[src/rtl/video_timing_ctl.sv]
// Video timing sequencer: half-pixel phase, h/v counters, blanking, syncs and the
// vertical-blank interrupt request with a set/clear handshake.
module video_timing_ctl #(
    parameter int unsigned H_ACTIVE = 256,
    parameter int unsigned H_FP     = 16,
    parameter int unsigned H_SYNC   = 32,
    parameter int unsigned H_TOTAL  = 384,
    parameter int unsigned V_ACTIVE = 224,
    parameter int unsigned V_FP     = 16,
    parameter int unsigned V_SYNC   = 8,
    parameter int unsigned V_TOTAL  = 264
) (
    input  logic       clk,
    input  logic       rst_n,
    input  logic       irq_en,
    input  logic       irq_clr,
    output logic       h_half,
    output logic [8:0] hcnt,
    output logic [8:0] vcnt,
    output logic       hblank,
    output logic       vblank,
    output logic       cmpblk2,
    output logic       hsync_n,
    output logic       vsync_n,
    output logic       vblank_start,
    output logic       irq
);

    // 10-bit bounds so a sync end of 512 does not wrap.
    localparam logic [9:0] HLast     = 10'(H_TOTAL - 1);
    localparam logic [9:0] VLast     = 10'(V_TOTAL - 1);
    localparam logic [9:0] HActive   = 10'(H_ACTIVE);
    localparam logic [9:0] VActive   = 10'(V_ACTIVE);
    localparam logic [9:0] HSyncBeg  = 10'(H_ACTIVE + H_FP);
    localparam logic [9:0] HSyncEnd  = 10'(H_ACTIVE + H_FP + H_SYNC);
    localparam logic [9:0] VSyncBeg  = 10'(V_ACTIVE + V_FP);
    localparam logic [9:0] VSyncEnd  = 10'(V_ACTIVE + V_FP + V_SYNC);

    localparam logic RstHblank  = (HLast >= HActive);
    localparam logic RstVblank  = (VLast >= VActive);
    localparam logic RstHsyncN  = !((HLast >= HSyncBeg) && (HLast < HSyncEnd));
    localparam logic RstVsyncN  = !((VLast >= VSyncBeg) && (VLast < VSyncEnd));

    typedef enum logic {StIdle, StPend} irq_state_e;

    irq_state_e irq_state;

    logic       half_d;
    logic [8:0] hcnt_d;
    logic [8:0] vcnt_d;
    logic       hblank_d;
    logic       vblank_d;
    logic       hsync_n_d;
    logic       vsync_n_d;
    logic       vblank_start_d;
    logic       irq_set;

    always_comb begin
        half_d = ~h_half;
        hcnt_d = hcnt;
        vcnt_d = vcnt;
        if (h_half) begin
            if ({1'b0, hcnt} == HLast) begin
                hcnt_d = '0;
                vcnt_d = ({1'b0, vcnt} == VLast) ? 9'd0 : vcnt + 9'd1;
            end else begin
                hcnt_d = hcnt + 9'd1;
            end
        end
    end

    // Decode from next-state counters so the registered flags line up with hcnt/vcnt.
    always_comb begin
        hblank_d       = ({1'b0, hcnt_d} >= HActive);
        vblank_d       = ({1'b0, vcnt_d} >= VActive);
        hsync_n_d      = !(({1'b0, hcnt_d} >= HSyncBeg) && ({1'b0, hcnt_d} < HSyncEnd));
        vsync_n_d      = !(({1'b0, vcnt_d} >= VSyncBeg) && ({1'b0, vcnt_d} < VSyncEnd));
        vblank_start_d = ({1'b0, vcnt_d} == VActive) && (hcnt_d == 9'd0) && !half_d;
    end

    assign irq_set = vblank_start & irq_en;

    always_ff @(posedge clk) begin
        if (!rst_n) begin
            h_half       <= 1'b1;
            hcnt         <= HLast[8:0];
            vcnt         <= VLast[8:0];
            hblank       <= RstHblank;
            vblank       <= RstVblank;
            cmpblk2      <= RstHblank | RstVblank;
            hsync_n      <= RstHsyncN;
            vsync_n      <= RstVsyncN;
            vblank_start <= 1'b0;
            irq_state    <= StIdle;
        end else begin
            h_half       <= half_d;
            hcnt         <= hcnt_d;
            vcnt         <= vcnt_d;
            hblank       <= hblank_d;
            vblank       <= vblank_d;
            cmpblk2      <= hblank_d | vblank_d;
            hsync_n      <= hsync_n_d;
            vsync_n      <= vsync_n_d;
            vblank_start <= vblank_start_d;
            unique case (irq_state)
                StIdle:  if (irq_set) irq_state <= StPend;
                // A simultaneous set keeps the request pending.
                StPend:  if (irq_clr && !irq_set) irq_state <= StIdle;
                default: irq_state <= StIdle;
            endcase
        end
    end

    assign irq = (irq_state == StPend);

endmodule

[config.mk]
export PLATFORM = sky130hd
export DESIGN_NAME = video_timing_ctl
export DESIGN_NICKNAME = d
export VERILOG_FILES = /design/src/rtl/video_timing_ctl.sv
export SDC_FILE = /design/constraint.sdc
export NUM_CORES = 1
export LEC_CHECK = 0
export BUFFER_PORTS_ARGS = -buffer_cell sky130_fd_sc_hd__buf_2
export CORE_ASPECT_RATIO = 1.5
export CORE_MARGIN = 8
export CORE_UTILIZATION = 56
export CTS_CLUSTER_DIAMETER = 30
export DETAILED_ROUTE_END_ITERATION = 7
export GPL_TIMING_DRIVEN = 0
export PLACE_DENSITY = 0.85
export SLEW_MARGIN = 0
export SYNTH_ARGS = -nofsm -noshare
export SYNTH_HDL_FRONTEND = slang
export SYNTH_SLANG_ARGS = --single-unit
[constraint.sdc]
create_clock -name clk -period 5.85 [get_ports clk]
set_input_delay 0.8775 -clock clk [delete_from_list [all_inputs] [get_ports clk]]
set_output_delay 0.8775 -clock clk [all_outputs]
set_load 0.005 [all_outputs]
==> results.rst, run 1 <==
.. list-table::
   :header-rows: 1

   * - Metric
     - Value
   * - Warnings from Yosys
     - 0
   * - Number of nets at the end of the flow
     - 194
   * - Number of remaining DRC errors
     - 0
   * - Quantity of I/O buffers inserted on ports
     - 29
   * - Tot GR Track Use
     - 16.9%
   * - Largest vdd supply drop
     - 0.232 mV
   * - Diode insertion count for antenna repair
     - 0
   * - Hold WC Path Type
     - reg -> reg
   * - Worst Tran Pin Value
     - 533 ps
   * - Total of fill cells in the finished design
     - about 190
   * - Vertical die dimension
     - 74.6 µm
   * - Post-synth top flop
     - dfxtp_1
   * - Clock root buffer master
     - clkbuf_4
   * - Setup violators final
     - 0
   * - Worst Min Path Start
     - vblank_start
   * - Summed negative setup slack over all endpoints
     - 0 ps
   * - Placed Cells incl. Taps
     - 206
   * - Vias per cell
     - 6.25
   * - Fraction of the yosys area taken by sequential cells
     - 39.0%
   * - Final worst-path cycle share
     - 44.9%
   * - Maximum clock skew at final layout
     - roughly 8.9 ps
   * - R2R Path Start
     - hcnt[0]
   * - Most frequent standard cell in the layout excluding fill and tap cells
     - buf_2
   * - GRT overflow
     - 0
   * - Full die area
     - 4110 µm²
   * - Proportion of layout cells with a drive suffix above 1
     - 23.0%
   * - Most used cells in the layout excluding fill and tap cells
     - buf_2, dfxtp_1, nand2_1, nor2_1, nand3_1
   * - Core Area
     - 2210 µm²
   * - Total count of max-transition violations in the final report
     - 0
   * - Hold violation count in the final report
     - 0
   * - Largest net degree at the start of global routing
     - 15
   * - Type of origin of the critical path
     - flip-flop
   * - Final routed wire length divided by cell count
     - 15.7 µm
   * - Endpoint required time on the critical path
     - about 6000 ps
   * - Average footprint of a synthesized cell
     - 8.34 µm²
   * - Post-Route WL
     - 3.29 mm
   * - Global-route wire length before repair
     - around 5.5 mm
   * - Setup Buffers After CTS
     - 0
   * - TritonCTS clock tree
     - built
   * - Crit path max fanout
     - 9
   * - Post-synthesis net count
     - 160
   * - Clock buffer count from CTS
     - 3
   * - Detail Route Antenna Nets
     - 0
   * - Initial detailed-routing violation count
     - 54
   * - Run status
     - completed
   * - Routability-driven placement congestion ratio
     - between 0.9 and 1
   * - Initial cell density of the core
     - 58.2%
   * - Type of the worst setup path
     - reg -> reg
   * - RSZ-0062 raised after global routing
     - no
   * - Initial antenna violation count
     - 0
   * - Share of the core filled with cells in the final layout
     - 67.3%
   * - Power density of the placed cells
     - 414 nW/µm²
   * - Number of synthesized flops with an enable pin
     - 0
   * - Detailed Place HPWL
     - 2.51 mm
   * - I/O pin count
     - 30
   * - Static leakage
     - 0.635 nW
   * - Number of clock sinks
     - 25
   * - Final critical path time including I/O delays and setup
     - 2630 ps
   * - Chip Width
     - 55.1 µm
   * - Timing startpoint of the critical path
     - hcnt[0]
   * - Max-slew headroom
     - 64.2%
   * - Clock Path Buffers
     - 2
   * - Post-Syn Instances
     - ~150
   * - Total number of vias
     - 1313
   * - Layout Area Growth over Synthesis
     - 15.7%
   * - First-pass iteration count of the detailed router
     - 4
   * - Number of cells upsized or downsized after cts
     - 0
   * - Clock latency at the later pin of the worst-skew pair
     - 310 ps
   * - Std cell rows
     - 21
   * - Crit. End Element
     - flip-flop
   * - Number of global-route vias before repair
     - about 1300
   * - Maximum level of the CTS H-tree
     - 1
   * - Number of maximum-capacitance violations
     - 0
   * - Max Clk Rate
     - 381 MHz
   * - Post-synth design cell area
     - 1280 µm²
   * - Post-CTS Hold Buffers
     - 0
   * - Post-synthesis cell type count
     - 44
   * - Count of state elements after synthesis
     - 25
   * - Share of synthesized flip-flops with an asynchronous set or reset
     - 0%
   * - Crit path DAT
     - 2880 ps
   * - Non-filler cells, final
     - 210
   * - CTS clk-pin slew, worst paths
     - 140 ps
registers in the layout, summed over array words and instances (netlist names):
name,flops
hcnt,9
vcnt,9
cmpblk2,1
h_half,1
hsync_n,1
irq,1
vblank,1
vblank_start,1
vsync_n,1
layer usage:
layer | global-route usage (%) | vias to the layer above | routed length, µm
met2 | 30.6 | 62 | 1750
met1 | 18.2 | 607 | 1260
met5 | 0 | - | 0
met3 | 2.96 | 15 | 205
li1 | - | 629 | -
met4 | 6.43 | 0 | 72
cell families after synthesis:
group / count (synthesis) / share of synthesized area, %
AO/OA/AOI/OAI: 32 / 16.1
buffers and inverters: 16 / 6.24
adder cells (fa/ha/maj): 2 / 1.95
flip-flops: 25 / 39.0
XOR/XNOR: 7 / 4.78
AND/OR/NAND/NOR: 69 / 29.6
multiplexers: 3 / 2.34
cell usage after synthesis (all sizes together), types with 2 or more instances:
| library cell | count | share of area [%] |
|---|---|---|
| nand4 | 5 | 2.4 |
| nand2 | 15 | 4.4 |
| o21ai | 10 | 3.9 |
| a41oi | 2 | 1.4 |
| and3 | 5 | 2.4 |
| mux2i | 3 | 2.3 |
| inv | 5 | 1.5 |
| nor3 | 3 | 1.6 |
| nor2 | 11 | 3.2 |
| xnor2 | 6 | 4.1 |
| a21oi | 6 | 2.3 |
| nand2b | 3 | 1.5 |
| a31oi | 4 | 1.9 |
| nand3 | 11 | 4.3 |
| and2 | 2 | 0.97 |
| ha | 2 | 1.9 |
| clkbuf | 3 | 0.88 |
| buf | 8 | 3.9 |
| dfxtp | 25 | 39 |
| and4 | 4 | 2.7 |
layout make-up:
type,count,area (µm²),share of cell area [%]
buffer,11,61.3,4.13
clock buffer,3,22.5,1.52
clock inverter,1,5.00,0.337
inverter,5,18.8,1.26
multi-input combinational,113,703,47.3
sequential,25,500,33.7
tap,23,28.8,1.94
timing repair buffer,29,145,9.77
worst max-delay path, cell delays in order, from the launching register on:
cell and delay (ps):
dfxtp_1 460, ha_1 200, buf_2 180, and4_1 200
buf_4 130, and3_1 150, buf_4 140, nand4_1 130
mux2i_1 300, or4b_1 480, nor3_2 200
through the flow:
step	setup WS, ps	cell area, µm²	total power [mW]	hold WS, ps
2_1_floorplan	3530	1280	0.450	460
3_3_place_gp	3320	1460	0.527	454
3_5_place_dp	3270	1460	0.538	467
4_1_cts	3220	1490	0.615	487
5_1_grt	3000	1490	0.663	518
6_report	3220	1490	0.615	482
final timing paths:
| check | endpoint | slack (ps) | depth (start not counted) |
|---|---|---|---|
| max | vblank_start | 3220 | 10 |
| min | irq | 480 | 2 |
| min reg2reg | irq | 480 | 2 |
| max reg2reg | vblank_start | 3220 | 10 |
power breakdown:
| group | internal (mW) | switching, mW | total, mW |
|---|---|---|---|
| logic | 0.135 | 0.165 | 0.300 |
| registers | 0.201 | 0.0372 | 0.238 |
| clock network | 0.0255 | 0.0519 | 0.0774 |
Note: power is estimated with default switching activity, not from simulation.
==> run 2: changes to the inputs <==
--- a/config.mk
+++ b/config.mk
@@ -8,11 +8,11 @@
 export BUFFER_PORTS_ARGS = -buffer_cell sky130_fd_sc_hd__buf_2
 export CORE_ASPECT_RATIO = 1.5
 export CORE_MARGIN = 8
-export CORE_UTILIZATION = 56
+export CORE_UTILIZATION = 52
 export CTS_CLUSTER_DIAMETER = 30
 export DETAILED_ROUTE_END_ITERATION = 7
 export GPL_TIMING_DRIVEN = 0
-export PLACE_DENSITY = 0.85
+export PLACE_DENSITY = 0.8
 export SLEW_MARGIN = 0
 export SYNTH_ARGS = -nofsm -noshare
 export SYNTH_HDL_FRONTEND = slang
==> constraint.sdc (replaced) <==
create_clock -name clk -period 2.7 [get_ports clk]
set_input_delay 0.405 -clock clk [delete_from_list [all_inputs] [get_ports clk]]
set_output_delay 0.405 -clock clk [all_outputs]
set_load 0.005 [all_outputs]
==> run 2 against run 1 <==
  * Highest routed layer unchanged
  * Clock skew decreased by 4.5 ps
  * Critical endpoint unchanged
  * Worst setup slack got worse by 3100 ps
  * Final cell count increased by 0.48%
  * Count of clock-buffer cells in the layout unchanged
==> results.rst, run 2 (synthesized netlist as in run 1, its figures left out) <==
.. list-table::
   :header-rows: 1

   * - Metric
     - Value
   * - Run status
     - completed
   * - Endpoint required time on the critical path
     - between 2000 and 3000 ps
   * - Maximum clock skew at final layout
     - 4.42 ps
   * - Crit. End Element
     - flip-flop
   * - Placed Area
     - 1460 µm²
   * - Hold WC Path Type
     - in -> reg
   * - RSZ-0062 raised after global routing
     - no
   * - Largest vdd supply drop
     - 0.591 mV
   * - Largest registers in the final layout
     - hcnt: 9 flops, vcnt: 9 flops
   * - Detailed-routed wire length on met3
     - approximately 210 µm
   * - Final critical path time including I/O delays and setup
     - about 2600 ps
   * - I/O pin count
     - 30
   * - Power density of the placed cells
     - about 910 nW/µm²
   * - Core Area
     - 2390 µm²
   * - Most frequent standard cell in the layout excluding fill and tap cells
     - buf_2
   * - Type of origin of the critical path
     - flip-flop
   * - Initial detailed-routing violation count
     - 47
   * - Hold violation count in the final report
     - 0
   * - Detailed Place HPWL
     - between 2 and 2.5 mm
   * - Final routed wire length divided by cell count
     - 15.1 µm
   * - Total number of vias
     - approximately 1300
   * - Most used cells in the layout excluding fill and tap cells
     - buf_2, dfxtp_1, nand2_1, nor2_1, nand3_1
   * - Number of remaining DRC errors
     - 0
   * - Detail Route Antenna Nets
     - 0
   * - CTS clk-pin slew, worst paths
     - approximately 150 ps
   * - GRT overflow
     - 0
   * - Number of nets at the end of the flow
     - 194
   * - Global-route wire length before repair
     - 5.23 mm
   * - Static leakage
     - approximately 0.63 nW
   * - Vertical die dimension
     - between 70 and 80 µm
   * - Total of fill cells in the finished design
     - 218
   * - Diode insertion count for antenna repair
     - 0
   * - Chip Width
     - 56.6 µm
   * - Clock buffer count from CTS
     - 3
   * - TritonCTS clock tree
     - built
   * - Tot GR Track Use
     - between 10 and 15%
   * - Crit path max fanout
     - 9
   * - Detailed-route wire length on metal 1
     - 1.27 mm
   * - Area of the multi-input gates
     - 707 µm²
   * - Maximum level of the CTS H-tree
     - 1
   * - Post-layout instance area
     - 1500 µm²
   * - Hold slack
     - ~300 ps
   * - Std cell rows
     - 22
   * - Initial antenna violation count
     - 0
   * - Area occupied by registers
     - 503 µm²
   * - Layout Area Growth over Synthesis
     - 16.5%
   * - Final worst-path cycle share
     - slightly below 100%
   * - Vias per cell
     - ~6.1
   * - Clock root buffer master
     - clkbuf_4
   * - Routability-driven placement congestion ratio
     - 0.931
   * - Clock latency at the later pin of the worst-skew pair
     - 340 ps
   * - Max Clk Rate
     - 385 MHz
   * - Number of global-route vias before repair
     - approximately 1200
   * - Type of the worst setup path
     - reg -> reg
   * - Total count of max-transition violations in the final report
     - 0
   * - Final total power
     - approximately 1.4 mW
   * - Setup violators final
     - 0
   * - Clock Path Buffers
     - 2
   * - Number of clock sinks
     - 25
   * - Worst Tran Pin Value
     - 489 ps
   * - Routed wire length on met2
     - approximately 1.6 mm
   * - Largest net degree at the start of global routing
     - 16
   * - Full die area
     - 4350 µm²
   * - Crit path DAT
     - ~2900 ps
   * - First-pass iteration count of the detailed router
     - 4
   * - Post-Route WL
     - between 3 and 4 mm
   * - Number of maximum-capacitance violations
     - 0
   * - Max-slew headroom
     - 67.1%
   * - Quantity of I/O buffers inserted on ports
     - 29
   * - Summed negative setup slack over all endpoints
     - 0 ps
   * - Initial cell density of the core
     - between 50% and 60%
   * - Uppermost layer routed
     - met4
   * - Post-CTS Hold Buffers
     - 0
   * - Proportion of layout cells with a drive suffix above 1
     - 24.6%
-- run 2: changes by cell type in the layout (fill, tap and decap cells not counted), sizes merged --
cell and delta:
clkinv -1, clkinvlp +1
-- run 2: metrics by stage --
stage / setup slack [ps] / cells / utilization (%)
final: 102 / 211 / 62.4
after global routing: 9.68 / 211 / 62.4
after CTS: 69.7 / 211 / 62.2
after detailed placement: 104 / 207 / 60.9
after global placement: 141 / 207 / 60.9
after floorplan: 375 / 154 / -
-- run 2: final timing paths --
path / startpoint / endpoint / slack [ps] / cells past startpoint
worst max register to register: hcnt[0] / vblank_start / 100 / 10
worst min-delay path: irq_en / irq / 300 / 3
worst min register to register: vblank_start / irq / 480 / 2
worst max-delay path: hcnt[0] / vblank_start / 100 / 10
-- run 2: cell type report --
class                   count  share of cell area (%)
flip-flops and latches     25                    33.6
well taps                  24                    2.01
multi-input cells         113                    47.3
clock inverters             1                   0.502
repair buffers             29                    9.71
inverters                   5                    1.26
plain buffers              11                    4.10
clock buffers               3                    1.51
-- run 2: layer usage --
metal / vias up / global-route usage (%)
met4: 0 / 6.28
met1: 588 / 15.6
met2: 58 / 23.3
li1: 625 / -
met3: 17 / 4.45
met5: - / 0
-- run 2: critical path: stages (launching register included) --
cell	delay, ps
dfxtp_2	380
ha_1	190
buf_2	160
and4_1	200
buf_4	150
and3_1	160
buf_4	150
nand4_1	110
mux2i_2	280
or4b_1	500
nor3_2	240
-- run 2: timing repair --
item | CTS | global route
endpoints found under the hold margin | 0 | 0
setup endpoints to repair | 0 | 1
buffers inserted | 0 | 0
resized for setup | 0 | 3
-- run 2: power by group --
group          total, mW  switching [mW]  internal, mW
Sequential         0.515          0.0780         0.437
Combinational      0.658           0.364         0.295
Clock              0.180           0.123        0.0569
Total               1.35           0.565         0.788
